--- src/rtl/updown_counter.sv ---
// ---------------------------------------------------------------------------
// updown_counter
//
// Parametrised up/down event counter with parallel load and a choice of
// stop-at-terminal or wrap-around behaviour. A registered one-cycle `tc`
// pulse marks each terminal event. In stop mode, `done` then stays high
// until the next `go` or `rst`.
//
// Parameters
//   WIDTH    : counter width in bits (1..63)
//   MAXCOUNT : upper count bound, 1 .. 2**WIDTH-1
//   WRAP     : 0 = stop in DONE at terminal, 1 = reload start value
//
// Ports
//   clk      in   rising-edge clock
//   rst      in   asynchronous active-high reset
//   go       in   synchronous (re)start: state <- COUNT, count <- start
//   en       in   count enable (only acts in COUNT)
//   dir      in   0 = count up (0 -> MAXCOUNT), 1 = count down (MAXCOUNT -> 0)
//   load     in   synchronous parallel load of min(load_val, MAXCOUNT)
//   load_val in   value to load
//   count    out  current count, registered
//   done     out  high while in DONE (decoded from the state register)
//   tc       out  registered terminal-count pulse, one cycle wide
// ---------------------------------------------------------------------------
module updown_counter #(
    parameter int unsigned     WIDTH    = 13,
    parameter longint unsigned MAXCOUNT = (64'd1 << WIDTH) - 64'd1,
    parameter bit              WRAP     = 1'b0
) (
    input  logic             clk,
    input  logic             rst,
    input  logic             go,
    input  logic             en,
    input  logic             dir,
    input  logic             load,
    input  logic [WIDTH-1:0] load_val,
    output logic [WIDTH-1:0] count,
    output logic             done,
    output logic             tc
);

    // Elaboration-time parameter legality checks.
    if (WIDTH == 0 || WIDTH > 63) begin : g_bad_width
        $error("updown_counter: WIDTH must be in 1..63");
    end
    if (MAXCOUNT == 0 || MAXCOUNT > ((64'd1 << WIDTH) - 64'd1)) begin : g_bad_maxcount
        $error("updown_counter: MAXCOUNT must be in 1..2**WIDTH-1");
    end

    localparam logic [WIDTH-1:0] MAX_V = MAXCOUNT[WIDTH-1:0];

    typedef enum logic [1:0] {
        ST_IDLE,
        ST_COUNT,
        ST_DONE
    } state_t;

    state_t           state_q;
    state_t           state_d;
    logic [WIDTH-1:0] count_d;
    logic             tc_d;
    logic [WIDTH-1:0] start_v;
    logic [WIDTH-1:0] load_clamped;
    logic             at_term;

    // Start value depends on the direction sampled at this edge.
    assign start_v      = dir ? MAX_V : '0;
    assign load_clamped = (load_val > MAX_V) ? MAX_V : load_val;

    // A step that would leave 0..MAXCOUNT is the terminal event. The >=
    // also covers a count that somehow sits above MAXCOUNT, so the counter
    // can never walk out of range.
    assign at_term = dir ? (count == '0) : (count >= MAX_V);

    // NOTE: every signal written here gets a default first, so no path
    // leaves it unassigned and no latch is inferred.
    always_comb begin
        state_d = state_q;
        count_d = count;
        tc_d    = 1'b0;
        if (go) begin
            state_d = ST_COUNT;
            count_d = start_v;
        end else if (load) begin
            count_d = load_clamped;
        end else if (state_q == ST_COUNT && en) begin
            if (at_term) begin
                tc_d = 1'b1;
                if (WRAP) begin
                    count_d = start_v;
                end else begin
                    state_d = ST_DONE;
                end
            end else if (dir) begin
                count_d = count - WIDTH'(1);
            end else begin
                count_d = count + WIDTH'(1);
            end
        end
    end

    // NOTE: state registers use non-blocking assignments so that every
    // flop samples the pre-edge values regardless of statement order.
    always_ff @(posedge clk or posedge rst) begin
        if (rst) begin
            state_q <= ST_IDLE;
            count   <= '0;
            tc      <= 1'b0;
        end else begin
            state_q <= state_d;
            count   <= count_d;
            tc      <= tc_d;
        end
    end

    assign done = (state_q == ST_DONE);

endmodule

--- config.mk ---
export PLATFORM = sky130hd
export DESIGN_NAME = updown_counter
export DESIGN_NICKNAME = d
export VERILOG_FILES = /design/src/rtl/updown_counter.sv
export SDC_FILE = /design/constraint.sdc
export NUM_CORES = 1
export LEC_CHECK = 0
export CAP_MARGIN = 10
export CORE_MARGIN = 3
export CORE_UTILIZATION = 25
export CTS_CLUSTER_SIZE = 20
export DETAILED_ROUTE_END_ITERATION = 16
export GPL_TIMING_DRIVEN = 0
export PLACE_DENSITY = 0.54
export RECOVER_POWER = 25
export SLEW_MARGIN = 40
export SYNTH_ARGS = -nofsm -noshare
export SYNTH_HDL_FRONTEND = slang
export SYNTH_SLANG_ARGS = --single-unit
--- constraint.sdc ---
create_clock -name clk -period 2.9 [get_ports clk]
set_clock_uncertainty 0.1 [all_clocks]
set_input_delay 0.725 -clock clk [delete_from_list [all_inputs] [get_ports clk]]
set_output_delay 0.725 -clock clk [all_outputs]
set_load 0.02 [all_outputs]
==> impl_metrics.py <==
metrics = {
    "sta": {
        "fin_crit_sh_pct": 93.4,
        "rsz0062_at_grt": "no",
        "setup-violations-final": 0,
        "tightest_slew_ns": 0.635,
        "finalMaxSlewViolations": 0,
        "finalHoldViolCount": 0,
        "maxSlewHeadroom_pct": 57.6,
        "fin_ws_ns": 0.193,
        "fmax_mhz": 369,
        "fin_crit_ns": 2.71,
    },
    "drt": {
        "via_per_inst": 4.97,
        "first_pass_iters": 4,
        "ant_nets": 0,
        "num_vias": 1381,
        "wirelength_um": 3930,
        "drc": 0,
        "routedWlPerCell_um": 14.1,
        "dr.first_iter.drc_count": 33,
    },
    "synth": {
        "synth_area_leaders": "dfrtp_1, ha_1, mux2i_1",
        "synth_top_cell_by_area": "dfrtp_1",
        "ys_warn_count": 0,
        "syn_area_mm2": 0.00145,
        "synth-main-ff-cell": "dfrtp_1",
        "syn_inst": 169,
        "avgSynthCellArea_um2": 8.57,
        "synth_top_family_by_area": "compound AO/OA/AOI/OAI gates",
        "synth_adder_area_share_pct": 10.9,
        "synth_edf_count": 0,
        "synth_xor_area_share_pct": 4.84,
        "muxShareOfSynthArea_pct": 6.31,
        "yosysUniqueCellTypes": 43,
        "yosysSeqAreaShare_pct": 27.7,
        "synth_compound_area_share_pct": 24.2,
        "yosysTopAreaCellShare_pct": 27.7,
        "ys_seq_elements": 16,
        "synthArstFlopShare_pct": 100,
        "synth.net_count": 200,
        "synth_simple_gate_area_share_pct": 22.5,
    },
    "pwr": {
        "power_density_mw_per_mm2": 454,
        "max-vdd-ir-drop_uv": 170,
        "leakage_uw": 0.000772,
    },
    "setup_path": {
        "worst-path-max-fanout": 17,
        "critical_path_class": "input port to register",
        "startpoint_type": "input port",
        "cp-end-kind": "register",
        "rr_startpoint": "count[8]",
        "startpoint": "dir",
        "worstPathRequired_ns": 2.93,
        "worstPathArrival_ns": 2.73,
    },
    "floorplanning": {
        "core_mm2": 0.00554,
        "initial_core_util_pct": 26.1,
        "die_w_um": 82.1,
        "die_h_um": 82.1,
        "ios": 34,
        "die_area_mm2": 0.00674,
        "num_rows": 27,
    },
    "worst_hold_path": {
        "hp-start": "state_q[0]",
        "hold_class": "register to register",
    },
    "place": {
        "port_buffers": 33,
        "dp.final_hpwl_um": 3080,
        "dpl-instance-area_mm2": 0.00187,
        "place_congestion": 0.826,
        "pre_cts_slack_ns": -0.927,
    },
    "cells_and_area": {
        "layout_common_cells": "clkdlybuf4s50_1, nand2_1, dfrtp_1, o21ai_0, nor2_1",
        "drive_gt1_share_pct": 8.25,
        "ff_latch_area_um2": 400,
        "nets": 238,
        "fillCellCount": 619,
        "layout_commonest_cell": "clkdlybuf4s50_1",
        "insertedDiodeCount": 0,
        "design_area_mm2": 0.00192,
        "multi_input_area_um2": 995,
        "syn2layout_area_growth_pct": 32.7,
    },
    "global_route": {
        "grt_pass1_vias": 1360,
        "grt-ovfl-total": 0,
        "grt_first_pass_wirelength_um": 6530,
        "track_usage_pct": 12.7,
        "antenna_found_initial": 0,
        "grt_max_degree": 18,
    },
    "job": {
        "max_cap_viol_count": 0,
    },
    "clock_network": {
        "cts_tree": "built",
        "postCtsSetupRepairBufs": 0,
        "cts_buffers": 3,
        "clkLatencyLatePin_ns": 0.26,
        "cts_hold_buf": 0,
        "clk_pin_slew_ns": 0.07,
        "cts_max_level": 1,
        "cts-root-buf": "clkbuf_8",
        "cts_buffer_depth": 2,
        "cts_sinks": 16,
        "cts_resized": 5,
    },
    "run_status": {
        "status": "completed",
    },
}
## metal layers
metal  GRT usage [%]  routed length, µm
met3            1.95                129
met5               0                  0
met1            16.2               1850
met4            4.49                 60
met2            21.6               1890
## report_power, final
part / internal (µW) / switching, µW
combinational: 184 / 198
clock: 121 / 88.2
sequential: 245 / 35.4
total: 550 / 322
## logic make-up (layout without fill, tap and decap cells)
group	Yosys count	in the layout
buffers and inverters	12	49
xor gates and xnor gates	8	8
adders and majority gates	12	12
muxes	9	9
AOI/OAI and AO/OA	52	52
DFF	16	16
and+or+nand+nor	60	60
## synthesized netlist by cell type, types with 3 or more instances
cell      count
nor2b_1       4
nand2_1      17
a31oi_1       4
mux2i_1       8
nor2_1       14
o21ai_0      15
xnor2_1       7
ha_1         11
inv_1         8
nand4_1       3
a21oi_1      12
or3_1         6
dfrtp_1      16
o211ai_1      6
o21ai_1       3
## per-stage QoR
stage	TNS (ns)	utilization (%)	total power (µW)	hold slack, ns	cells
3_3_place_gp	-7.14	33.7	668	0.418	274
5_1_grt	0	34.7	942	0.492	278
3_5_place_dp	-6.74	33.7	669	0.442	274
2_1_floorplan	0	-	538	0.389	169
4_1_cts	0	34.6	884	0.456	278
6_report	0	34.7	871	0.454	278
## layout make-up
type                       instances  area share, %
timing repair buffer              33           17.1
sequential                        16           20.8
multi-input combinational        141           51.8
buffer                             4           1.17
clock buffer                       4           2.87
tap                               72           4.69
inverter                           8           1.56
## sequential cells by signal, summed over array words and instances, names as in the netlist
name	flops
count	13
state_q	2
tc	1
## final timing paths
path | end | slack (ns) | depth (start not counted)
max | count[12] | 0.19 | 10
min | state_q[0] | 0.45 | 2
max reg2reg | count[12] | 0.47 | 8
min reg2reg | state_q[0] | 0.45 | 2
max in group asynchronous | count[11] | 1.41 | 2
min in group asynchronous | count[3] | 0.88 | 2
## critical path: stages
cell and delay (ns):
buf_4 0.20, inv_1 0.15, fa_1 0.48, nor2b_1 0.17, o211ai_1 0.10, nand2_1 0.12, a31oi_1 0.15, o311a_1 0.37
mux2i_1 0.18, o211ai_2 0.09
Note: power is estimated with default switching activity, not from simulation.
